## config.mk

```make
export PLATFORM = sky130hd
export DESIGN_NAME = cpuc_bus_arbiter_flat
export DESIGN_NICKNAME = d
export VERILOG_FILES = /design/src/rtl/cpuc_bus_arbiter_if.sv /design/src/rtl/cpuc_bus_arbiter.sv /design/src/flat_wrapper.sv
export SDC_FILE = /design/constraint.sdc
export NUM_CORES = 1
export LEC_CHECK = 0
export BUFFER_PORTS_ARGS = -buffer_cell sky130_fd_sc_hd__buf_2
export CORE_MARGIN = 2
export CORE_UTILIZATION = 31
export CTS_CLUSTER_DIAMETER = 60
export CTS_CLUSTER_SIZE = 40
export DETAILED_ROUTE_END_ITERATION = 6
export GPL_TIMING_DRIVEN = 0
export SYNTH_ARGS = -nofsm -noshare
export SYNTH_HDL_FRONTEND = slang
export SYNTH_SLANG_ARGS = --single-unit
```

## constraint.sdc

```tcl
create_clock -name clk -period 1.95 [get_ports clk]
set_input_delay 0.195 -clock clk [delete_from_list [all_inputs] [get_ports clk]]
set_output_delay 0.195 -clock clk [all_outputs]
set_load 0.01 [all_outputs]
```

## src/rtl/cpuc_bus_arbiter_if.sv

```systemverilog
// Bus-request interface for cpuc_bus_arbiter: request vector in, one-hot driver enables out.
interface cpuc_bus_arbiter_if #(
  parameter int unsigned NUM_MASTERS = 4
);
  localparam int unsigned IdW = (NUM_MASTERS > 1) ? $clog2(NUM_MASTERS) : 1;

  logic [NUM_MASTERS-1:0] req;
  logic [NUM_MASTERS-1:0] grant;
  logic [IdW-1:0]         owner_id;
  logic                   bus_busy;
  logic                   preempt;

  // Requester side.
  modport master (
    output req,
    input  grant,
    input  owner_id,
    input  bus_busy,
    input  preempt
  );

  // Arbiter side.
  modport slave (
    input  req,
    output grant,
    output owner_id,
    output bus_busy,
    output preempt
  );
endinterface

```

## src/rtl/cpuc_bus_arbiter.sv

```systemverilog
// Round-robin arbiter for a shared tristate bus: one-hot grant, bounded hold time,
// and a mandatory one-cycle dead TURN slot between any two owners.
module cpuc_bus_arbiter #(
  parameter int unsigned NUM_MASTERS = 4,
  parameter int unsigned MAX_HOLD    = 8
) (
  input  logic                 clk,
  input  logic                 rst,
  cpuc_bus_arbiter_if.slave    bus
);

  localparam int unsigned IdW   = (NUM_MASTERS > 1) ? $clog2(NUM_MASTERS) : 1;
  localparam int unsigned HoldW = $clog2(MAX_HOLD + 1);

  typedef enum logic [1:0] {StIdle, StGrant, StTurn} state_e;

  state_e                 state_q, state_d;
  logic [NUM_MASTERS-1:0] grant_q, grant_d;
  logic [IdW-1:0]         owner_q, owner_d;
  logic [IdW-1:0]         rr_ptr_q, rr_ptr_d;
  logic [HoldW-1:0]       hold_cnt_q, hold_cnt_d;
  logic                   preempt_q, preempt_d;

  logic                   win_found;
  logic [IdW-1:0]         win_idx;
  logic [IdW-1:0]         cand_idx;
  logic                   owner_req;
  logic                   others_req;
  logic                   hold_at_max;

  // Search starts at rr_ptr, so the most recent owner is ranked last.
  always_comb begin
    win_found = 1'b0;
    win_idx   = '0;
    cand_idx  = '0;
    for (int unsigned i = 0; i < NUM_MASTERS; i++) begin
      cand_idx = IdW'((32'(rr_ptr_q) + i) % NUM_MASTERS);
      if (!win_found && bus.req[cand_idx]) begin
        win_found = 1'b1;
        win_idx   = cand_idx;
      end
    end
  end

  assign owner_req   = bus.req[owner_q];
  assign others_req  = |(bus.req & ~grant_q);
  assign hold_at_max = (hold_cnt_q == HoldW'(MAX_HOLD));

  always_comb begin
    state_d    = state_q;
    grant_d    = grant_q;
    owner_d    = owner_q;
    rr_ptr_d   = rr_ptr_q;
    hold_cnt_d = hold_cnt_q;
    preempt_d  = 1'b0;
    unique case (state_q)
      StIdle, StTurn: begin
        if (win_found) begin
          state_d    = StGrant;
          grant_d    = NUM_MASTERS'(1) << win_idx;
          owner_d    = win_idx;
          rr_ptr_d   = IdW'((32'(win_idx) + 1) % NUM_MASTERS);
          hold_cnt_d = HoldW'(1);
        end else begin
          state_d    = StIdle;
          grant_d    = '0;
          owner_d    = '0;
          hold_cnt_d = '0;
        end
      end
      StGrant: begin
        if (!owner_req || (hold_at_max && others_req)) begin
          state_d    = StTurn;
          grant_d    = '0;
          owner_d    = '0;
          hold_cnt_d = '0;
          // Owner still wanting the bus here means it was cut off by the hold limit.
          preempt_d  = owner_req;
        end else if (!hold_at_max) begin
          hold_cnt_d = hold_cnt_q + HoldW'(1);
        end
      end
      default: begin
        state_d    = StIdle;
        grant_d    = '0;
        owner_d    = '0;
        hold_cnt_d = '0;
      end
    endcase
  end

  always_ff @(posedge clk or posedge rst) begin
    if (rst) begin
      state_q    <= StIdle;
      grant_q    <= '0;
      owner_q    <= '0;
      rr_ptr_q   <= '0;
      hold_cnt_q <= '0;
      preempt_q  <= 1'b0;
    end else begin
      state_q    <= state_d;
      grant_q    <= grant_d;
      owner_q    <= owner_d;
      rr_ptr_q   <= rr_ptr_d;
      hold_cnt_q <= hold_cnt_d;
      preempt_q  <= preempt_d;
    end
  end

  assign bus.grant    = grant_q;
  assign bus.owner_id = owner_q;
  assign bus.bus_busy = |grant_q;
  assign bus.preempt  = preempt_q;

endmodule

```

## src/flat_wrapper.sv

```systemverilog
// flat-port wrapper written by rule: the top's interface ports become plain ports
module cpuc_bus_arbiter_flat 
#(
  parameter int unsigned NUM_MASTERS = 4,
  parameter int unsigned MAX_HOLD    = 8
)
  (clk, rst, bus_req, bus_grant, bus_owner_id, bus_bus_busy, bus_preempt);
  cpuc_bus_arbiter_if #(.NUM_MASTERS(NUM_MASTERS)) bus_i ();
  input  logic clk;
  input  logic rst;
  input wire logic [$bits(bus_i.req)-1:0] bus_req;
  output wire logic [$bits(bus_i.grant)-1:0] bus_grant;
  output wire logic [$bits(bus_i.owner_id)-1:0] bus_owner_id;
  output wire logic [$bits(bus_i.bus_busy)-1:0] bus_bus_busy;
  output wire logic [$bits(bus_i.preempt)-1:0] bus_preempt;
  assign bus_i.req = bus_req;
  assign bus_grant = bus_i.grant;
  assign bus_owner_id = bus_i.owner_id;
  assign bus_bus_busy = bus_i.bus_busy;
  assign bus_preempt = bus_i.preempt;
  cpuc_bus_arbiter #(.NUM_MASTERS(NUM_MASTERS), .MAX_HOLD(MAX_HOLD)) u_core (.clk(clk), .rst(rst), .bus(bus_i));
endmodule
```

### Word-level counts from Yosys, hierarchy flattened

Index checks and enable logic that the tools add are counted.

* register bits after elaboration: 15
* input port bits: 6
* output and inout bits: 8
* word-level logic and storage cells: 71

* add/subtract/negate cells: 5
* order comparisons: 5
* equality and inequality tests: 5
* shifts and indexed selects: 1
* multiplexer cells: 33
* bitwise operators: 2
* reduce and logical (&&, ||, !) cells: 14

Operators with widths (count)
* 4-bit 2-to-1 mux: 4
* 4-bit case mux with 2 select lines: 2
* 2-bit by 3-bit < comparator with 1-bit output, second input constant: 5
* 2-bit 2-to-1 mux: 7
* 1-bit 2-to-1 mux: 13
* 1-bit binary-select mux with 2-bit select: 5
* 2-bit case mux with 2 select lines: 2
* 4-bit OR reduction: 2
* 2-bit by 1-bit adder with 2-bit output, second input constant: 2
* 2-bit adder, second input constant: 2
* 4-bit by 1-bit adder with 4-bit output, second input constant: 1
* 4-bit bitwise AND: 1
* 4-bit == test, second input constant: 1
* 1-bit logical AND: 4
* 1-bit zero test: 4
* 4-bit inverter: 1
* 1-bit by 2-bit << shifter with 4-bit output, first input constant: 1
* 3-bit != test, second input constant: 1
* 2-bit by 1-bit == test with 1-bit output, second input constant: 1
* 2-bit == test, second input constant: 1
* 2-bit zero test: 1
* 2-bit by 1-bit != test with 1-bit output, second input constant: 1
* 2-bit AND reduction: 1
* 2-bit OR reduction: 1
* 1-bit logical OR: 1

### Depth between registers and ports, before layout

Gate-level depths: netlist of run 1.

* word-level depth: 15
* mapped depth: 8
* depth with buffers taken out: 6

### Least setup slack after synthesis of run 1

No wires, ideal clock.

* path kind: register to register
* start point: register u_core.hold_cnt_q[0]
* end point: register u_core.state_q[0]
* library setup time: 0.124 ns
* arrival time: 1.431 ns
* required time: 1.826 ns
* setup slack: 0.395 ns
* cell stages (with the launch flop): 9
* path buffers: 2
* period minus slack after synthesis: 1.555 ns
* cell sequence: dfrtp_1 > inv_1 > ha_1 > and3b_1 > buf_2 > o41ai_4 > and2_1 > buf_4 > or2_1

* word-level cells in the longest chain between the ends: 4

Ends and longest elaborated chain
* from (decl): RTL line cpuc_bus_arbiter.sv:21 `logic [HoldW-1:0] hold_cnt_q, hold_cnt_d;`
* from (signal assigned): RTL line cpuc_bus_arbiter.sv:105 `hold_cnt_q <= hold_cnt_d;`
* 4-bit == test: RTL line cpuc_bus_arbiter.sv:47 `assign hold_at_max = (hold_cnt_q == HoldW'(MAX_HOLD));`
* 1-bit logical AND: RTL line cpuc_bus_arbiter.sv:72 `if (!owner_req || (hold_at_max && others_req)) begin`
* 1-bit logical OR: RTL line cpuc_bus_arbiter.sv:72
* 2-bit by 1-bit != test with 1-bit output (no line)
* to (signal assigned): RTL line cpuc_bus_arbiter.sv:94 `state_q <= StIdle;`
* to (signal assigned): RTL line cpuc_bus_arbiter.sv:101 `state_q <= state_d;`
* to (decl): RTL line cpuc_bus_arbiter.sv:17 `state_e state_q, state_d;`

No other way between the ends.
A chain may end at the register's enable or synchronous reset.

### Worst setup path after layout of run 1

Same ends and word-level chain as after synthesis.

==> flow_summary.json, run 1 <==
{
  "path_cells": "inv_1 -> ha_1 -> and3b_1 -> buf_2 -> o41ai_4 -> and2_1 -> buf_4 -> or2_1",
  "antenna_cells": 0,
  "hold_class": "in2reg",
  "grt_use_total_pct": 12.7,
  "ant_nets": 0,
  "cts_buffers": 3,
  "pwr-share-comb_pct": 46.3,
  "yosys-top-cells-count": "dfrtp_1 (15), inv_1 (9), ha_1 (6)",
  "coreArea_mm2": 0.00273,
  "cts_tree": "yes",
  "ir_drop_uv": 842,
  "synth_cells": 84,
  "postCtsSetupBuffers": 0,
  "async_reset_ff_share_pct": 100,
  "final.setup.tns_ns": 0,
  "crit_required_ns": 2.11,
  "die_height_um": 57.4,
  "path_max_fanout": 8,
  "p_int_mw": 0.822,
  "p_switching_mw": 0.576,
  "period_needed_ns": 1.71,
  "power.density_mw_per_mm2": 1370,
  "synth_top_area_cell": "dfrtp_1",
  "ctsHtreeMaxLevel": 1,
  "cp.arrival_ns": 1.87,
  "grt_pass1_wl_mm": 3.22,
  "p_clk_share_pct": 12.4,
  "critPathKind": "reg2reg",
  "clock_path_buffers": 2,
  "p_leak_nw": 0.510,
  "cts_sinks": 15,
  "slowest_delay_ns": 0.43,
  "via_count": 696,
  "grt_pass1_vias": 723,
  "nets": 115,
  "synth_cell_type_count": 37,
  "synthTopCellsByArea": "dfrtp_1 (42%), ha_1 (8.5%), a22o_1 (5.0%)",
  "synth_edf_count": 0,
  "wl_per_cell_um": 13.8,
  "syn_to_final_growth_pct": 15.9,
  "drc": 0,
  "hold_viol": 0,
  "drtPass1Iterations": 4,
  "antenna_found_initial": 0,
  "drtIter0Drc": 4,
  "cts-resized-gates": 0,
  "end_kind": "register",
  "insertion_delay_ns": 0.28,
  "fin_worst_skew_ns": 0.00355,
  "synth_top_area_share_pct": 42.5,
  "yosysWarnings": 0,
  "tightest_slew_ns": 0.607,
  "place_congestion": 0.720,
  "syn_nets": 96,
  "routed_wl_mm": 1.84,
  "maxCapViolations": 0,
  "core.rowCount": 19,
  "grt_max_degree": 16,
  "fill_cells": 276,
  "whs_ns": 0.359,
  "outcome": "finished clean",
  "io_buffers": 13,
  "synth-main-ff-cell": "dfrtp_1",
  "grt_overflow_total": 0,
  "fmax_mhz": 585,
  "grt_setup_unrepaired": "false",
  "crit_slowest_cell": "dfrtp_1",
  "dp_hpwl_mm": 1.39,
  "finish.utilization_pct": 37.4,
  "syn-mean-instance-area_um2": 10.5,
  "start_kind": "register",
  "post-place-ws_ns": 0.259,
  "clk_pin_slew_ns": 0.08,
  "power.share.switching_pct": 41.2,
  "start_util_pct": 32.3,
  "slew_violations": 0,
  "ios": 14,
  "synth_area_um2": 883,
  "ys_seq_elements": 15,
  "die_w_um": 57.4,
  "seq_area_frac_synth_pct": 42.5,
  "finalWorstSetupSlack_ns": 0.240,
  "root_buffer": "clkbuf_4",
  "power_frac_seq_pct": 41.3,
  "dieArea_mm2": 0.00329,
  "setup_viol": 0,
  "drive_above_1_share_pct": 20.6,
  "viasPerCell": 5.23,
  "yosysMostFrequentCell": "dfrtp_1",
  "min_period_over_period_pct": 87.7,
  "relSlewSlack_pct": 58.5
}
final timing paths:
check	cells past startpoint	slack [ns]	start	endpoint
max reg2reg	8	0.24	u_core.hold_cnt_q[0]	u_core.state_q[0]
max	8	0.24	u_core.hold_cnt_q[0]	u_core.state_q[0]
min in group asynchronous	3	0.51	rst	u_core.hold_cnt_q[2]
max in group asynchronous	3	1.06	rst	u_core.hold_cnt_q[0]
min	3	0.36	bus_req[3]	u_core.hold_cnt_q[0]
min reg2reg	1	0.49	u_core.state_q[1]	u_core.state_q[1]
layout by cell type, fill, tap and decap left out, types with 2 or more instances in the layout:
cell      netlist  final
dfrtp_1        15     15
buf_2           1     14
inv_1           9      9
ha_1            6      6
nor2_1          5      5
a22o_1          5      5
mux2i_1         4      4
a21oi_1         3      3
nor2b_1         3      3
clkbuf_4        0      3
o21ai_0         2      2
nor4_1          2      2
o22ai_1         2      2
xnor2_1         2      2
nand2_1         2      2
state kept, by name, summed over array words and instances, names as in the netlist:
| signal | cells |
|---|---|
| u_core.bus.grant | 4 |
| u_core.bus.owner_id | 2 |
| u_core.bus.preempt | 1 |
| u_core.hold_cnt_q | 4 |
| u_core.rr_ptr_q | 2 |
| u_core.state_q | 2 |
power groups by stage:
stage               logic [mW]  clock network [mW]  registers [mW]
global route             0.725               0.196           0.598
detailed placement       0.649                   0           0.584
CTS                      0.659               0.180           0.579
floorplan                0.453                   0           0.564
finish                   0.647               0.173           0.577
global placement         0.626                   0           0.576
logic make-up after synthesis:
logic type	share of synthesized area, %
multiplexers	5.81
AO/OA/AOI/OAI	19.8
buffers and inverters	5.24
AND/OR/NAND/NOR	16.1
flip-flops	42.5
adder cells (fa/ha/maj)	8.50
XOR/XNOR	1.98
routing by layer:
| metal | vias to the layer above | wire [µm] | track usage (%) | share of wire [%] |
|---|---|---|---|---|
| met1 | 337 | 879 | 15.3 | 48 |
| met2 | 18 | 887 | 22.1 | 48 |
| met5 | - | 0 | 0 | 0 |
| met3 | 0 | 73 | 2.27 | 4.0 |
| li1 | 341 | - | - | - |
| met4 | 0 | 0 | 4.98 | 0 |
through the flow:
step                instance area (µm²)  total power [mW]  std cells
floorplan                           883              1.02         84
global placement                    987              1.20        128
detailed placement                  987              1.23        128
CTS                                1020              1.42        133
global route                       1020              1.52        133
finish                             1020              1.40        133
layout make-up:
type / instances / area (µm²) / area share (%)
multi-input cells: 58 / 462 / 45.1
flip-flops and latches: 15 / 375 / 36.7
repair buffers: 14 / 75.1 / 7.33
well taps: 31 / 38.8 / 3.79
inverters: 9 / 33.8 / 3.30
clock buffers: 4 / 26.3 / 2.57
plain buffers: 2 / 12.5 / 1.22
worst max-delay path, delay by kind of cell (launching register included):
| kind | cells | cell delay, ns |
|---|---|---|
| and+or+nand+nor | 3 | 0.50 |
| DFF | 1 | 0.43 |
| buffers and inverters | 3 | 0.41 |
| adders and majority gates | 1 | 0.13 |
| AOI/OAI and AO/OA | 1 | 0.11 |
what timing repair did:
| action | 4_1_cts | 5_1_grt |
|---|---|---|
| endpoints found under the setup margin | 0 | 0 |
| hold endpoints to repair | 15 | 0 |
| hold buffers | 1 | 0 |
Note: power is estimated with default switching activity, not from simulation.
==> inputs of run 2 (changes only) <==
Clock period 1.95 ns to 1.44 ns, I/O delays scaled along.
==> flow_summary.json, run 2 (synthesis gave the netlist of run 1 again) <==
{
  "drtIter0Drc": 6,
  "maxCapViolations": 0,
  "power_frac_seq_pct": 35.5,
  "final_cell_mix": "buf_2 (13), dfrtp_1 (13), buf_4 (10)",
  "crit_required_ns": 1.61,
  "grt_pass1_wl_mm": 3.41,
  "relSlewSlack_pct": 61.0,
  "dieArea_mm2": 0.00329,
  "p_switching_mw": 0.875,
  "drtPass1Iterations": 3,
  "slew_violations": 0,
  "whs_ns": 0.294,
  "ant_nets": 0,
  "clk_pin_slew_ns": 0.09,
  "slowest_delay_ns": 0.46,
  "antenna_cells": 0,
  "io_buffers": 13,
  "antenna_found_initial": 0,
  "rr_worst_depth": 4,
  "routed_wl_mm": 2.01,
  "power.share.switching_pct": 40.3,
  "ios": 14,
  "pwr-share-comb_pct": 53.6,
  "cts_tree": "yes",
  "grt_max_degree": 16,
  "timing.critical_path.buf_inv": 0,
  "min_period_over_period_pct": 107,
  "syn_to_final_growth_pct": 32.7,
  "fmax_mhz": 648,
  "start_util_pct": 32.3,
  "insertion_delay_ns": 0.27,
  "core.rowCount": 19,
  "p_int_mw": 1.30,
  "path_cells": "o32ai_2 -> nor2_2 -> ha_1 -> mux2_2",
  "cts_buffers": 3,
  "critPathTopFamily": "flip-flops",
  "tightest_slew_ns": 0.584,
  "start_kind": "register",
  "ir_drop_uv": 1090,
  "post-place-ws_ns": -0.199,
  "p_leak_nw": 0.559,
  "via_count": 715,
  "cp.arrival_ns": 1.71,
  "viasPerCell": 5.04,
  "drive_above_1_share_pct": 42.3,
  "fin_worst_skew_ns": 0.000938,
  "grt_pass1_vias": 736,
  "clock_path_buffers": 2,
  "grt_setup_unrepaired": "true",
  "critPathKind": "reg2reg",
  "crit_slowest_cell": "dfrtp_2",
  "cp.depth": 4,
  "coreArea_mm2": 0.00273,
  "path_max_fanout": 6,
  "die_height_um": 57.4,
  "grt_use_total_pct": 13.4,
  "power.density_mw_per_mm2": 1850,
  "grt_overflow_total": 0,
  "dp_hpwl_mm": 1.30,
  "hold_class": "in2reg",
  "period_needed_ns": 1.54,
  "outcome": "finished with violations",
  "nets": 124,
  "finalWorstSetupSlack_ns": -0.103,
  "violations": "setup timing",
  "hold_viol": 0,
  "drc": 0,
  "cts_sinks": 15,
  "end_kind": "register",
  "ctsHtreeMaxLevel": 1,
  "p_clk_share_pct": 10.8,
  "holdPathStages": 3,
  "root_buffer": "clkbuf_4",
  "setup_viol": 9,
  "place_congestion": 0.757,
  "die_w_um": 57.4,
  "wl_per_cell_um": 14.2
}
==> run 2: power groups by stage <==
stage               Sequential, mW  Combinational [mW]  Clock [mW]
detailed placement           0.784               0.884           0
global placement             0.772               0.862           0
finish                       0.772                1.17       0.235
CTS                          0.768                1.05       0.247
global route                 0.795                1.29       0.276
floorplan                    0.764               0.626           0
==> run 2: worst min-delay path: cells and delay by family <==
family,cells,cell delay [ns]
buffers and inverters,1,0.13
AND/OR/NAND/NOR,1,0.10
AO/OA/AOI/OAI,1,0.15
==> run 2: repair_timing <==
| item | CTS | global route |
|---|---|---|
| hold buffers | 1 | 0 |
| setup endpoints to repair | 12 | 13 |
| hold endpoints to repair | 15 | 0 |
| setup buffers | 8 | 3 |
| pin swaps | 8 | 8 |
| resized for setup | 8 | 14 |
==> run 2: cell type report <==
cell class	instances	area, µm²
multi-input combinational	58	534
clock buffer	4	26.3
sequential	15	378
tap	31	38.8
fill	256	1560
inverter	9	33.8
timing repair buffer	25	161
==> run 2: final timing paths <==
check	start	end	slack (ns)
max	u_core.rr_ptr_q[1]	u_core.rr_ptr_q[1]	-0.10
min	bus_req[3]	u_core.hold_cnt_q[0]	0.29
max reg2reg	u_core.rr_ptr_q[1]	u_core.rr_ptr_q[1]	-0.10
min reg2reg	u_core.state_q[1]	u_core.state_q[1]	0.50
max in group asynchronous	rst	u_core.state_q[0]	0.56
min in group asynchronous	rst	u_core.bus.grant[0]	0.47
==> run 2: per-layer routing <==
metal | global-route usage [%] | routed length (µm) | vias up | part of all wire [%]
met3 | 2.95 | 53 | 2 | 2.6
met5 | 0 | 0 | - | 0
li1 | - | - | 359 | -
met1 | 18.4 | 951 | 346 | 47
met4 | 3.99 | 13 | 0 | 0.65
met2 | 21.3 | 991 | 8 | 49
==> run 2: through the flow <==
stage          power, mW  instances  cell area, µm²  utilization [%]  setup TNS (ns)
6_report            2.17        142            1170             42.9          -0.493
5_1_grt             2.36        142            1170             42.9           -1.32
4_1_cts             2.07        141            1120             40.8          -0.968
3_5_place_dp        1.67        128             997             36.5           -1.66
3_3_place_gp        1.63        128             997             36.5           -1.22
2_1_floorplan       1.39         84             893                -          -0.323
==> inputs of run 3 (changes only) <==
Settings changed: CORE_UTILIZATION 31 to 30.
==> flow_summary.json, run 3 (synthesis gave the netlist of run 1 again) <==
{
  "outcome": "finished with violations",
  "violations": "setup timing",
  "via_count": 752,
  "power_frac_seq_pct": 35.3,
  "drc": 0,
  "p_leak_nw": 0.560,
  "p_switching_mw": 0.880,
  "slew_violations": 0,
  "die_w_um": 58.3,
  "slowest_delay_ns": 0.43,
  "mostFrequentLayoutCell": "buf_2",
  "tightest_slew_ns": 0.806,
  "critPathTopFamily": "multiplexers",
  "grt_pass1_wl_mm": 3.31,
  "antenna_cells": 0,
  "dp_hpwl_mm": 1.34,
  "grt_overflow_total": 0,
  "critPathKind": "reg2reg",
  "root_buffer": "clkbuf_4",
  "place_congestion": 0.728,
  "clock_path_buffers": 2,
  "drtPass1Iterations": 4,
  "syn_to_final_growth_pct": 32.0,
  "core.rowCount": 19,
  "power.share.switching_pct": 40.1,
  "rr_worst_depth": 5,
  "cts_tree": "yes",
  "die_height_um": 58.3,
  "holdPathStages": 3,
  "ir_drop_uv": 1160,
  "whs_ns": 0.309,
  "final.setup.tns_ns": -0.325,
  "ctsHtreeMaxLevel": 1,
  "p_int_mw": 1.31,
  "drtIter0Drc": 25,
  "fin_worst_skew_ns": 0.00433,
  "io_buffers": 13,
  "clk_pin_slew_ns": 0.09,
  "dieArea_mm2": 0.00339,
  "power.density_mw_per_mm2": 1880,
  "period_needed_ns": 1.53,
  "relSlewSlack_pct": 45.8,
  "routed_wl_mm": 2.02,
  "nets": 124,
  "crit_slowest_cell": "dfrtp_2",
  "dpl_cell_area_um2": 997,
  "crit_required_ns": 1.62,
  "grt_max_degree": 16,
  "start_kind": "register",
  "grt_use_total_pct": 12.9,
  "grt_pass1_vias": 706,
  "finalPower_mw": 2.19,
  "end_kind": "register",
  "ant_nets": 0,
  "fmax_mhz": 652,
  "start_util_pct": 31.8,
  "final_area_mm2": 0.00117,
  "min_period_over_period_pct": 106,
  "final_cell_mix": "buf_2 (13), dfrtp_1 (12), buf_4 (10)",
  "finalWorstSetupSlack_ns": -0.0927,
  "cts_buffers": 3,
  "ios": 14,
  "path_cells": "mux2i_1 -> o32ai_2 -> nor2_2 -> ha_1 -> mux2_2",
  "setup_viol": 7,
  "maxCapViolations": 0,
  "wl_per_cell_um": 14.2,
  "antenna_found_initial": 0,
  "viasPerCell": 5.30,
  "timing.critical_path.buf_inv": 0,
  "drive_above_1_share_pct": 41.4,
  "coreArea_mm2": 0.00278,
  "cts_sinks": 15,
  "pwr-share-comb_pct": 53.7,
  "cp.arrival_ns": 1.71,
  "path_max_fanout": 5,
  "cp.depth": 5,
  "p_clk_share_pct": 11.0,
  "insertion_delay_ns": 0.28,
  "hold_class": "in2reg",
  "ff2ff_setup_slack_ns": -0.09,
  "fill_cells": 275,
  "grt_setup_unrepaired": "true",
  "hold_viol": 0
}
[run 3: cell count changes in the layout (fill, tap and decap cells not counted)]
cell,delta
a2111oi_1,-1
ha_4,-2
a2111oi_4,+1
dfrtp_2,+1
inv_1,+1
inv_2,-1
ha_1,+2
dfrtp_1,-1
[run 3: final timing paths]
path / from / to
worst min register to register: u_core.state_q[1] / u_core.state_q[1]
max in group asynchronous: rst / u_core.bus.owner_id[0]
worst min-delay path: bus_req[3] / u_core.hold_cnt_q[0]
worst max-delay path: u_core.rr_ptr_q[1] / u_core.rr_ptr_q[1]
worst max register to register: u_core.rr_ptr_q[1] / u_core.rr_ptr_q[1]
min in group asynchronous: rst / u_core.bus.grant[2]
[run 3: metrics by stage]
step	setup slack, ns	std cells	utilization (%)
floorplan	-0.0653	84	-
global placement	-0.149	128	35.9
finish	-0.0927	142	41.9
global route	-0.142	142	41.9
detailed placement	-0.242	128	35.9
CTS	-0.115	138	39.8
[run 3: worst reg2reg max path, delay by kind of cell (launching register included)]
| family | cells | cell delay (ns) |
|---|---|---|
| mux | 2 | 0.49 |
| flops | 1 | 0.43 |
| fa+ha+maj | 1 | 0.24 |
| simple gates | 1 | 0.15 |
| compound gates | 1 | 0.12 |
[run 3: area by class of cell]
cell class                 count  area, µm²  area share (%)
clock buffer                   4       26.3            2.25
inverter                       9       33.8            2.90
multi-input combinational     58        527            45.2
sequential                    15        379            32.5
tap                           31       38.8            3.33
timing repair buffer          25        161            13.8
[run 3: power by group through the flow]
stage | registers, mW | clock network (mW) | logic, mW
floorplan | 0.764 | 0 | 0.626
CTS | 0.775 | 0.252 | 1.02
finish | 0.774 | 0.242 | 1.18
detailed placement | 0.781 | 0 | 0.890
global route | 0.803 | 0.266 | 1.28
global placement | 0.771 | 0 | 0.863
[run 3: routing by layer]
| metal | track usage [%] | share of wire (%) | vias up |
|---|---|---|---|
| met5 | 0 | 0 | - |
| met4 | 1.99 | 0 | 0 |
| met3 | 4.02 | 3.8 | 0 |
| met2 | 20.5 | 49 | 15 |
| met1 | 17.6 | 48 | 374 |
| li1 | - | - | 363 |
[run 3: repair_timing]
item                                   in CTS  in global routing
resized for setup                          11                  9
hold buffers                                1                  0
setup endpoints to repair                  11                 12
setup buffers                               5                  6
endpoints found under the hold margin      15                  0
pin swaps                                   4                  6
